**src/rtl/adc_frontend.sv**
```systemverilog
// adc_frontend: ADC input conditioning ahead of the wideband receiver.
//
// Registers the raw ADC sample and overrange pin, optionally inverts the sign
// and removes DC with a leaky integrator, saturates, and drives the receiver.
// Exports a DC estimate and a peak-hold magnitude for host telemetry.
//
// Fixed 2-cycle latency from adc_in/adc_ovr_in to adc_data/adc_ovfl.
//   S1: optional saturating negation of adc_in.
//   S2: optional DC subtraction and saturation.
//
// Build option: define ADC_FE_PEAK_EN to include the peak detector. Without
// it, peak_A is tied to 0 and peak_clr_A is ignored.
//
// Ports:
//   adc_clk       in   sample clock, the only clock
//   rst           in   synchronous active-high reset
//   adc_in        in   raw signed ADC sample
//   adc_ovr_in    in   ADC overrange pin
//   cfg_strobe_A  in   one-cycle config load pulse
//   cfg_A         in   config word: [0] dc_en, [1] invert, [2] dc_clr (pulse),
//                      [7:4] DC shift k (clamped to >= 4)
//   peak_clr_A    in   one-cycle peak detector clear
//   adc_data      out  conditioned signed sample
//   adc_ovfl      out  per-sample overflow flag
//   dc_est_A      out  current DC estimate, signed
//   peak_A        out  peak-hold magnitude
module adc_frontend #(
  parameter int ADC_BITS       = 14,
  parameter int DC_ACC_GUARD   = 16,
  parameter int PEAK_HOLD_BITS = 20
) (
  input  logic                adc_clk,
  input  logic                rst,
  input  logic [ADC_BITS-1:0] adc_in,
  input  logic                adc_ovr_in,
  input  logic                cfg_strobe_A,
  input  logic [31:0]         cfg_A,
  input  logic                peak_clr_A,
  output logic [ADC_BITS-1:0] adc_data,
  output logic                adc_ovfl,
  output logic [ADC_BITS-1:0] dc_est_A,
  output logic [ADC_BITS-2:0] peak_A
);

  localparam int N  = ADC_BITS;
  localparam int AW = ADC_BITS + DC_ACC_GUARD;
  localparam logic [N-1:0] POS_MAX = {1'b0, {(N-1){1'b1}}};
  localparam logic [N-1:0] NEG_MIN = {1'b1, {(N-1){1'b0}}};

  // ---------------------------------------------------------------- config
  logic       r_dc_en;
  logic       r_invert;
  logic [3:0] r_k;
  logic [3:0] w_cfg_k;
  logic       w_dc_clr;
  logic       w_dc_off;

  assign w_cfg_k  = (cfg_A[7:4] < 4'd4) ? 4'd4 : cfg_A[7:4];
  assign w_dc_clr = cfg_strobe_A & cfg_A[2];
  // Turning the DC loop off also discards its state.
  assign w_dc_off = cfg_strobe_A & r_dc_en & ~cfg_A[0];

  always_ff @(posedge adc_clk) begin
    if (rst) begin
      r_dc_en  <= 1'b0;
      r_invert <= 1'b0;
      r_k      <= 4'd12;
    end else if (cfg_strobe_A) begin
      r_dc_en  <= cfg_A[0];
      r_invert <= cfg_A[1];
      r_k      <= w_cfg_k;
    end
  end

  // ------------------------------------------------------- S1: inversion
  logic         w_in_min;
  logic         w_neg_sat;
  logic [N-1:0] w_x1_d;
  logic [N-1:0] r_x1;
  logic         r_o1;

  assign w_in_min  = (adc_in == NEG_MIN);
  assign w_neg_sat = r_invert & w_in_min;

  always_comb begin
    w_x1_d = adc_in;
    if (r_invert) begin
      w_x1_d = w_in_min ? POS_MAX : -adc_in;
    end
  end

  always_ff @(posedge adc_clk) begin
    if (rst) begin
      r_x1 <= '0;
      r_o1 <= 1'b0;
    end else begin
      r_x1 <= w_x1_d;
      r_o1 <= adc_ovr_in | w_neg_sat;
    end
  end

  // ------------------------------------------------------- DC accumulator
  logic signed [AW-1:0] r_acc;
  logic signed [AW-1:0] w_acc_shr;
  logic signed [AW-1:0] w_acc_nxt;
  logic        [N-1:0]  w_dc_est;

  // k is applied directly to the live accumulator; a k change is not
  // compensated, so a short transient in dc_est is expected.
  assign w_acc_shr = r_acc >>> r_k;
  assign w_acc_nxt = r_acc + $signed({{DC_ACC_GUARD{r_x1[N-1]}}, r_x1}) - w_acc_shr;
  assign w_dc_est  = w_acc_shr[N-1:0];

  always_ff @(posedge adc_clk) begin
    if (rst || w_dc_clr || w_dc_off) begin
      r_acc <= '0;
    end else if (r_dc_en) begin
      r_acc <= w_acc_nxt;
    end
  end

  // ---------------------------------------------- S2: DC removal + clamp
  logic [N:0]   w_y;
  logic         w_y_ovf;
  logic         w_sat2;
  logic [N-1:0] w_data_d;
  logic [N-1:0] r_data;
  logic         r_ovfl;

  assign w_y     = {r_x1[N-1], r_x1} - {w_dc_est[N-1], w_dc_est};
  assign w_y_ovf = w_y[N] ^ w_y[N-1];

  always_comb begin
    w_data_d = r_x1;
    w_sat2   = 1'b0;
    if (r_dc_en) begin
      w_sat2 = w_y_ovf;
      if (w_y_ovf) begin
        w_data_d = w_y[N] ? NEG_MIN : POS_MAX;
      end else begin
        w_data_d = w_y[N-1:0];
      end
    end
  end

  always_ff @(posedge adc_clk) begin
    if (rst) begin
      r_data <= '0;
      r_ovfl <= 1'b0;
    end else begin
      r_data <= w_data_d;
      r_ovfl <= r_o1 | w_sat2;
    end
  end

  assign adc_data = r_data;
  assign adc_ovfl = r_ovfl;
  assign dc_est_A = w_dc_est;

  // --------------------------------------------------------- peak detector
`ifdef ADC_FE_PEAK_EN
  logic [N-1:0]              w_abs;
  logic [N-2:0]              w_mag;
  logic [N-2:0]              w_peak_shr;
  logic [N-2:0]              w_dec;
  logic [N-2:0]              w_peak_dec;
  logic [N-2:0]              r_peak;
  logic [PEAK_HOLD_BITS-1:0] r_hold;

  // Full-scale negative has no positive twin; it reads as the max magnitude.
  assign w_abs      = r_data[N-1] ? -r_data : r_data;
  assign w_mag      = (r_data == NEG_MIN) ? {(N-1){1'b1}} : w_abs[N-2:0];
  assign w_peak_shr = r_peak >> 4;
  // Decay by 1/16 per hold period, but at least 1 LSB so it reaches 0.
  assign w_dec      = (w_peak_shr == '0) ? (N-1)'(1) : w_peak_shr;
  assign w_peak_dec = (r_peak >= w_dec) ? (r_peak - w_dec) : '0;

  always_ff @(posedge adc_clk) begin
    if (rst || peak_clr_A) begin
      r_peak <= '0;
      r_hold <= '0;
    end else if (w_mag > r_peak) begin
      r_peak <= w_mag;
      r_hold <= '0;
    end else if (&r_hold) begin
      r_peak <= w_peak_dec;
      r_hold <= '0;
    end else begin
      r_hold <= r_hold + PEAK_HOLD_BITS'(1);
    end
  end

  assign peak_A = r_peak;

  logic w_unused;
  assign w_unused = ^{cfg_A[31:8], cfg_A[3], w_acc_shr[AW-1:N], w_abs[N-1]};
`else
  assign peak_A = '0;

  logic w_unused;
  assign w_unused = ^{cfg_A[31:8], cfg_A[3], w_acc_shr[AW-1:N], peak_clr_A};
`endif

endmodule

```
**config.mk**
```make
export PLATFORM = sky130hd
export DESIGN_NAME = adc_frontend
export DESIGN_NICKNAME = d
export VERILOG_FILES = /design/src/rtl/adc_frontend.sv
export SDC_FILE = /design/constraint.sdc
export NUM_CORES = 1
export LEC_CHECK = 0
export CORE_UTILIZATION = 35
export DETAILED_ROUTE_END_ITERATION = 8
export SLEW_MARGIN = 0
export SYNTH_ARGS = -nofsm -noshare
export SYNTH_HDL_FRONTEND = slang
export SYNTH_SLANG_ARGS = --single-unit
```
**constraint.sdc**
```tcl
create_clock -name adc_clk -period 4.6 [get_ports adc_clk]
set_input_delay 1.38 -clock adc_clk [delete_from_list [all_inputs] [get_ports adc_clk]]
set_output_delay 1.38 -clock adc_clk [all_outputs]
set_load 0.02 [all_outputs]
```
# After elaboration in Yosys (flattened, before gate mapping)
# Cells that the tools add are included.
# word_totals
reg_bits	66
inputBits	51
output_inout_bits	42
elab_cells	32
# classes
bitwise_logic	8
shifts	1
n_eq_ne	1
n_addsub	4
muxes	7
order_cmp	1
reduce_logical	2
# ops
operator	n
14-bit 2-to-1 mux	5
30-bit by 14-bit adder with 30-bit output	1
30-bit by 4-bit >>> shifter with 30-bit output	1
30-bit subtractor	1
14-bit by 14-bit subtractor with 15-bit output	1
14-bit == test (second input constant)	1
14-bit negator	1
1-bit bitwise AND	4
4-bit by 3-bit < comparator with 1-bit output (second input constant)	1
4-bit 2-to-1 mux	1
1-bit logical OR	2
1-bit OR	2
1-bit 2-to-1 mux	1
1-bit NOT	1
1-bit XOR	1

# Depth between registers and ports, before layout
# Gate-level depths: netlist (run 1).
# logic_depth
depth_word	5
ltp_mapped	22
ltp_nobuf	20

# Worst setup path after synthesis (run 1)
# No wires, ideal clock.
# synth_timing
kind	reg-to-reg
from	register r_k[0]
to	register r_acc[26]
path_slack_ns	-0.420
required_ns	4.468
setup_time_ns	0.132
path_buffers	3
synth_period_minus_slack_ns	5.020
path_stages_with_launch	20
arrival_ns	4.888
cell_sequence	dfxtp_1 buf_2 clkbuf_1 inv_1 clkbuf_1 mux4_2 o21ai_0 ha_1 inv_1 ha_1 inv_1 fa_1 nand2b_1 a21o_1 a21oi_1 a21oi_1 o2111ai_1 nand3b_1 and3_1 or3b_2
# synth_between
elab_chain_cells	2
# synth_lines
element	line_no	rtl
start: declaration	53	logic [3:0] r_k;
start signal: assignment	71	r_k <= w_cfg_k;
30-bit by 4-bit >>> shifter with 30-bit output	110	assign w_acc_shr = r_acc >>> r_k;
named net dc_est_A[0]	41	output logic [ADC_BITS-1:0] dc_est_A,
30-bit subtractor	111	assign w_acc_nxt = r_acc + $signed({{DC_ACC_GUARD{r_x1[N-1]}}, r_x1}) - w_acc_shr;
end signal: assignment	118	r_acc <= w_acc_nxt;
end: declaration	103	logic signed [AW-1:0] r_acc;
# The timed path passes the listed nets, and every way through them passes these cells.
# A chain may end at the register's enable or synchronous reset.

# Final worst setup path (run 1)
# layout_timing
from	register r_k[0]
to	register r_acc[29]
# layout_between
elab_chain_cells	2
# layout_lines
element	line_no
30-bit by 4-bit >>> shifter with 30-bit output	110
30-bit subtractor	111
# No other way between the ends.

==> results.md, run 1 <==
- Initial antenna violation count: 0
- Fmax: about 220 MHz
- Placed Cells: about 1300
- Top cell type's share of synthesized area: 18.2%
- Crit path launch: r_k[0]
- Setup Skew: 0.0111 ns
- Startpoint class of the critical path: flip-flop
- R2r endpoint: r_acc[29]
- Max-slew headroom: 47.9%
- Row count: 52
- Power Density: 446 nW/um^2
- HP Class: flip-flop to flip-flop
- Critical Path Fanout Max: 9
- GRT Total Usage: 19.0%
- IO Pins: 93
- Remaining Overflow, GRT: 0
- Largest net degree at the start of global routing: 63
- CTS Hold Bufs: 0
- Clk_lat worst skew: 0.35 ns
- Via Count: 7017
- Wire length per cell: 15.1 um
- Vias per inst: 5.20
- Min Clock Period, post-route: 4.47 ns
- CP required: 4.88 ns
- Post-route ant nets: 0
- First-pass GRT wire length: roughly 33000 um
- Final count of negative-setup-slack endpoints: 0
- Gpl congestion: 0.888
- Max Slew Vio Count: 0
- Status: finished clean
- Finished Cell Area: roughly 9400 sq um
- Slew @ Worst Pin: 0.781 ns
- Die width: around 150 um
- Final Util: 46.5%
- DR iter-0 viols: 464
- Die height: ~150 um
- Netlist cell types: 67
- Mapped Cells: 940
- Synth Warn #: 0
- Setup crit end kind: flip-flop
- Critical path destination: r_acc[29]
- Crit path largest cell delay: 0.56 ns
- # Max-Cap Violations: 0
- Ys flop type: dfxtp_1
- Synth Register Bits: 66
- Synthesized area: 7240 sq um
- CTS tree: done
- CP dominant cell by count: buf_4
- Number of enable flip-flop cells after synthesis: 0
- Crit-path cells: buf_6, buf_8, mux4_2, nand2_2, nand2_1, o21ai_2, inv_2, fa_1, inv_1, ha_1, a21o_1, a311o_1, nor3_2, a211oi_2, buf_4, a221o_1, nor4b_2, buf_4, o21ai_0, nor3b_2
- Setup CP Type: flip-flop to flip-flop
- Nets: approximately 1200
- CTS Buf Count: 9
- Die area: approximately 21000 sq um
- WP data arrival: 4.75 ns
- Ant diodes: 0
- Area leader, netlist: dfxtp_1
- Placed cell area: 8720 sq um
- CTS clk-pin slew, worst paths: 0.07 ns
- R2R Path Start: r_k[0]
- Leakage: 4.07 nW
- Syn Area/Cell: 7.70 sq um
- Root Buffer: clkbuf_16
- Async S/R FF share, synth: 0%
- Share of cells above drive strength 1: 21.0%
- Htree depth: 3
- Synth top area cells: dfxtp_1, fa_1, ha_1
- Drt drc: 0
- TritonRoute pass-1 iters: 6
- Core area: 20200 sq um
- R2R Setup Slk: 0.13 ns
- Vias in the first global route: 6397
- Period utilisation layout: 97.2%
- Post-Layout Cell Count: 1350
- WL final: 20400 um
- Peak supply drop: 0.000164 V
- Fin. Hold Viols: 0
- DP HPWL: ~16000 um
- CTS sink cnt: between 60 and 70
- Worst R2R Path Depth: 20
- Port bufs: 53
- Area Growth Syn to Fin: 29.8%
- Initial Utilization: 35.8%
- Clk buf depth: 2
- Seq/Total Area, Yosys: 18.2%
- Worst path slowest cell: mux4_2
registers in the layout, indices dropped and copies added, names as in the netlist:
signal / count
r_k: 4
r_invert: 1
r_o1: 1
adc_ovfl: 1
r_x1: 14
adc_data: 14
r_dc_en: 1
r_acc: 30
area by class of cell:
cell class                      count  area, sq um
Clock buffer                        9          225
Timing Repair Buffer              173         1500
Inverter                          134          503
Fill cell                        1971        10800
Multi-Input combinational cell    691         5420
Clock inverter                      7         81.3
Sequential cell                    66         1330
Tap cell                          270          338
how the worst min path moves through the flow:
stage,from,slack [ns],cells after the start,endpoint
3_5_place_dp,r_o1,0.47,2,adc_ovfl
6_report,r_o1,0.48,2,adc_ovfl
3_3_place_gp,r_o1,0.46,2,adc_ovfl
2_1_floorplan,r_o1,0.45,2,adc_ovfl
5_1_grt,r_o1,0.48,2,adc_ovfl
4_1_cts,r_o1,0.47,2,adc_ovfl
stage by stage:
stage / total power, W / setup TNS (ns) / worst slack [ns] / hold WS, ns
floorplan: 0.00236 / 0 / 0.0445 / 0.454
global placement: 0.00323 / -0.923 / -0.188 / 0.460
detailed placement: 0.00324 / -1.04 / -0.203 / 0.473
CTS: 0.00400 / 0 / 0.00803 / 0.475
global route: 0.00454 / -0.144 / -0.0701 / 0.484
finish: 0.00419 / 0 / 0.128 / 0.478
cell usage in the layout, fill, tap and decap left out, types with 5 or more instances in the layout:
| master | n |
|---|---|
| mux2i_2 | 7 |
| o21ai_2 | 8 |
| buf_4 | 113 |
| a21o_1 | 18 |
| nand2b_1 | 6 |
| o21ai_1 | 7 |
| o31ai_1 | 6 |
| o21a_1 | 13 |
| conb_1 | 13 |
| clkdlybuf4s50_1 | 53 |
| ha_4 | 5 |
| nand3_1 | 16 |
| clkbuf_16 | 10 |
| a211oi_1 | 7 |
| nor3_1 | 9 |
| mux4_2 | 15 |
| a31oi_1 | 5 |
| o221a_2 | 10 |
| mux2i_1 | 41 |
| fa_1 | 29 |
| o21ai_0 | 48 |
| and3_1 | 9 |
| dfxtp_1 | 63 |
| o211ai_1 | 11 |
| xnor2_1 | 20 |
| a21oi_1 | 75 |
| xor2_1 | 18 |
| inv_1 | 124 |
| nand2_1 | 82 |
| nor2_1 | 77 |
| inv_2 | 9 |
| ha_1 | 40 |
| o21bai_1 | 5 |
synthesized netlist by cell type (14+ instances only):
| master | instances |
|---|---|
| inv_1 | 132 |
| nand2_1 | 84 |
| a21oi_1 | 79 |
| nor2_1 | 77 |
| dfxtp_1 | 66 |
| o21ai_0 | 63 |
| mux2i_1 | 49 |
| ha_1 | 45 |
| clkbuf_1 | 37 |
| fa_1 | 30 |
| xnor2_1 | 20 |
| a21o_1 | 18 |
| xor2_1 | 18 |
| nand3_1 | 16 |
| mux4_2 | 15 |
| buf_4 | 14 |
cells by family after synthesis:
| kind of cell | after synthesis | synth area share, % |
|---|---|---|
| AO/OA/AOI/OAI | 257 | 22.7 |
| AND/OR/NAND/NOR | 239 | 15.2 |
| buffers and inverters | 195 | 11.0 |
| adder cells (fa/ha/maj) | 75 | 16.1 |
| multiplexers | 69 | 12.2 |
| flip-flops | 66 | 18.2 |
| XOR/XNOR | 38 | 4.60 |
| other | 1 | 0.0518 |
timing repair:
| action | 4_1_cts | 5_1_grt |
|---|---|---|
| pin swaps | 0 | 18 |
| setup endpoints to repair | 11 | 26 |
| resized for setup | 11 | 66 |
| setup buffers | 0 | 9 |
| gates cloned | 0 | 1 |
critical path: cells and delay by family, from the launching register on:
kind	cells	cell delay (ns)
and+or+nand+nor	5	0.72
muxes	1	0.56
buffers and inverters	6	0.68
DFF	1	0.43
adders and majority gates	2	0.74
AOI/OAI and AO/OA	6	1.27
layer usage:
| layer | part of all wire, % | GRT usage [%] |
|---|---|---|
| met4 | 1.3 | 5.58 |
| met3 | 5.5 | 2.60 |
| met5 | 0 | 0 |
| met2 | 45 | 29.8 |
| met1 | 48 | 26.9 |
power by group:
part | internal [W] | switching [W] | total [W]
Sequential | 0.000630 | 0.0000573 | 0.000688
Clock | 0.000428 | 0.000300 | 0.000729
Combinational | 0.00129 | 0.00149 | 0.00278
Total | 0.00234 | 0.00185 | 0.00419
No activity file was read; power rests on OpenSTA's default activity.
==> run 2: changes to the inputs <==
--- a/config.mk
+++ b/config.mk
@@ -6,6 +6,8 @@
 export NUM_CORES = 1
 export LEC_CHECK = 0
+export ABC_AREA = 1
 export CORE_UTILIZATION = 35
 export DETAILED_ROUTE_END_ITERATION = 8
+export PLACE_DENSITY = 0.63
 export SLEW_MARGIN = 0
 export SYNTH_ARGS = -nofsm -noshare
==> constraint.sdc (replaced) <==
create_clock -name adc_clk -period 4.6 [get_ports adc_clk]
set_input_delay 0.69 -clock adc_clk [delete_from_list [all_inputs] [get_ports adc_clk]]
set_output_delay 0.69 -clock adc_clk [all_outputs]
set_load 0.02 [all_outputs]
==> results.md, run 2 <==
- TritonRoute pass-1 iters: 6 (unchanged)
- Wire length per cell: 14.5 um (was 15.1 um)
- Setup CP Type: flip-flop to flip-flop (unchanged)
- Setup crit end kind: flip-flop (unchanged)
- Clk buf depth: 2 (unchanged)
- Largest net degree at the start of global routing: 60 (was 63)
- DR iter-0 viols: 474 (was 464)
- CTS Buf Count: 9 (unchanged)
- GRT Total Usage: 20.7% (was 19.0%)
- Vias in the first global route: 6811 (was 6397)
- Final count of negative-setup-slack endpoints: 0 (unchanged)
- Mapped Cells: 1212 (was 940)
- Commonest non-fill, non-tap cell in the layout: nand2_1 (was inv_1)
- Remaining Overflow, GRT: 0 (unchanged)
- Setup TNS: 0 ns (unchanged)
- Nets: 1371 (was 1201)
- Initial Utilization: 35.6% (was 35.8%)
- Comb power frac: 59.5% (was 66.2%)
- Synth Warn #: 0 (unchanged)
- Async S/R FF share, synth: 0% (unchanged)
- Vias per inst: 4.90 (was 5.20)
- Critical Path Fanout Max: 59 (was 9)
- Top cell type's share of synthesized area: 17.7% (was 18.2%)
- # Max-Cap Violations: 0 (unchanged)
- Synth top area cells: dfxtp_1, nand2_1, inv_1 (was dfxtp_1, fa_1, ha_1)
- Crit path largest cell delay: 0.56 ns (about the same)
- Power Density: 407 nW/um^2 (was 446 nW/um^2)
- Synth cell count leaders: nand2_1, inv_1, o21ai_0 (was inv_1, nand2_1, a21oi_1)
- IO Pins: 93 (unchanged)
- Ant diodes: 0 (unchanged)
- Hold Slack: 0.451 ns (was 0.478 ns)
- Ys flop type: dfxtp_1 (unchanged)
- Synthesized area: 7470 sq um (was 7240 sq um)
- Die width: 148 um (was 146 um)
- Flip-flop count of the largest register after layout: 30 (unchanged)
- Port bufs: 53 (unchanged)
- Sequential share of power: 19.0% (was 16.4%)
- HP Class: flip-flop to flip-flop (unchanged)
- Netlist cell types: 41 (was 67)
- WP data arrival: 4.28 ns (was 4.75 ns)
- Initial antenna violation count: 0 (unchanged)
- P_int: 0.00181 W (was 0.00234 W)
- CTS sink cnt: 66 (unchanged)
- Row count: 53 (was 52)
- Root Buffer: clkbuf_16 (unchanged)
- Placed cell area: 8200 sq um (was 8720 sq um)
- Fin. Hold Viols: 0 (unchanged)
- Gpl congestion: 0.923 (was 0.888)
- Crit-path cells: buf_12, o21ai_0, nand2_1, nand2_1, nand2_1, o21ai_1, nand2_1, a21boi_1, inv_1, fa_1, inv_1, ha_1, nand2_1, nand2_1, a21boi_0, nand2_1, nand2_1, nand2_1, nand2_1, nand3_1, nand2_1, inv_1 (was buf_6, buf_8, mux4_2, nand2_2, nand2_1, o21ai_2, inv_2, fa_1, inv_1, ha_1, a21o_1, a311o_1, nor3_2, a211oi_2, buf_4, a221o_1, nor4b_2, buf_4, o21ai_0, nor3b_2)
- CTS tree: done (unchanged)
- CP required: 4.84 ns (was 4.88 ns)
- CTS clk-pin slew, worst paths: 0.06 ns (was 0.07 ns)
- Finished Cell Area: 8520 sq um (was 9400 sq um)
- Fmax: 248 MHz (was 224 MHz)
- Drt drc: 0 (unchanged)
- CTS Hold Bufs: 0 (unchanged)
- Setup Skew: 0.00742 ns (was 0.0111 ns)
- Leakage: 4.29 nW (was 4.07 nW)
- Die area: 21900 sq um (was 21300 sq um)
- Startpoint class of the critical path: flip-flop (unchanged)
- Area leader, netlist: dfxtp_1 (unchanged)
- WL final: 22100 um (was 20400 um)
- Peak supply drop: 0.000183 V (was 0.000164 V)
- Via Count: 7468 (was 7017)
- Die height: 148 um (was 146 um)
- DP HPWL: 17800 um (was 15800 um)
- Biggest register: r_acc (unchanged)
- Period utilisation layout: 87.7% (was 97.2%)
- Min Clock Period, post-route: 4.04 ns (was 4.47 ns)
- Max-slew headroom: 24.2% (was 47.9%)
- Status: finished clean (unchanged)
- Worst path slowest cell: fa_1 (was mux4_2)
- Clk network pwr share: 21.5% (was 17.4%)
- Htree depth: 3 (unchanged)
- Post-route ant nets: 0 (unchanged)
- Sw Ratio: 47.9% (was 44.1%)
- Max Slew Vio Count: 0 (unchanged)
- Share of cells above drive strength 1: 5.04% (was 21.0%)
- CP dominant cell by count: nand2_1 (was buf_4)
- Syn Area/Cell: 6.16 sq um (was 7.70 sq um)
- Slew @ Worst Pin: 1.14 ns (was 0.781 ns)
- Seq/Total Area, Yosys: 17.7% (was 18.2%)
- Clk_lat worst skew: 0.35 ns (about the same)
- Top-count cell post-synth: nand2_1 (was inv_1)
- Number of enable flip-flop cells after synthesis: 0 (unchanged)
- Core area: 21000 sq um (was 20200 sq um)
- Final Util: 40.6% (was 46.5%)
- Postcts setup bufs: 0 (unchanged)
- Power Total: 0.00347 W (was 0.00419 W)
- Resize count post-CTS: 0 (was 11)
- Area Growth Syn to Fin: 14.1% (was 29.8%)
- Unrepaired setup endpoints after global routing: false
- Switching power: 0.00166 W (was 0.00185 W)
- First-pass GRT wire length: 35600 um (was 32700 um)
- Synth Register Bits: 66 (unchanged)
- Most frequent cells in the layout: nand2_1, inv_1, o21ai_0, a21oi_1, nor2_1 (was inv_1, buf_4, nand2_1, nor2_1, a21oi_1)
run 2: cell count changes in the layout (fill, tap and decap cells not counted), sizes merged, moves of 25 or more:
cell,before,now
nand3,16,52
inv,137,236
nand2,84,312
buf,119,10
o21ai,64,139
a21oi,79,104
mux2i,49,21
run 2: power groups by stage:
stage	logic, W	registers (W)	clock network, W
finish	0.00206	0.000659	0.000747
global route	0.00233	0.000664	0.000795
CTS	0.00205	0.000658	0.000761
detailed placement	0.00203	0.000671	0
global placement	0.00202	0.000671	0
floorplan	0.00152	0.000676	0
run 2: area by class of cell:
type | instances | area (sq um)
Clock inverter | 6 | 91.3
Timing Repair Buffer | 63 | 618
Sequential cell | 66 | 1320
Clock buffer | 10 | 229
Fill cell | 2315 | 12400
Multi-Input combinational cell | 869 | 5030
Inverter | 236 | 886
Tap cell | 275 | 344
run 2: per-layer routing:
metal	share of wire, %	routed length [um]	GRT usage [%]	up-vias
li1	-	-	-	3865
met5	0	0	0	-
met4	1.6	347	5.10	0
met2	46	10100	33.0	191
met3	5.4	1180	2.67	22
met1	47	10500	29.5	3390
run 2: path summary, 6_finish.rpt:
path,start,to,slack [ns],depth (start not counted)
max,r_k[0],r_acc[27],0.56,22
min reg2reg,r_o1,adc_ovfl,0.45,2
min,r_o1,adc_ovfl,0.45,2
max reg2reg,r_k[0],r_acc[27],0.56,22
run 2: kinds of logic after synthesis:
| logic type | after synthesis | synth area share (%) |
|---|---|---|
| AND/OR/NAND/NOR | 464 | 25.5 |
| multiplexers | 21 | 2.81 |
| XOR/XNOR | 28 | 3.28 |
| adder cells (fa/ha/maj) | 75 | 15.6 |
| other | 1 | 0.0502 |
| AO/OA/AOI/OAI | 268 | 19.5 |
| flip-flops | 66 | 17.7 |
| buffers and inverters | 289 | 15.6 |
run 2: worst max-delay path, delay by kind of cell, from the launching register on:
kind / cells / cell delay [ns]
flip-flops: 1 / 0.35
AND/OR/NAND/NOR: 12 / 1.18
buffers and inverters: 4 / 0.51
AO/OA/AOI/OAI: 4 / 0.99
adder cells (fa/ha/maj): 2 / 0.91
run 2: stage by stage:
| step | setup WS [ns] | cells |
|---|---|---|
| floorplan | 1.06 | 1224 |
| detailed placement | 0.616 | 1509 |
| finish | 0.564 | 1525 |
| global route | 0.222 | 1525 |
| global placement | 0.662 | 1509 |
| CTS | 0.582 | 1525 |
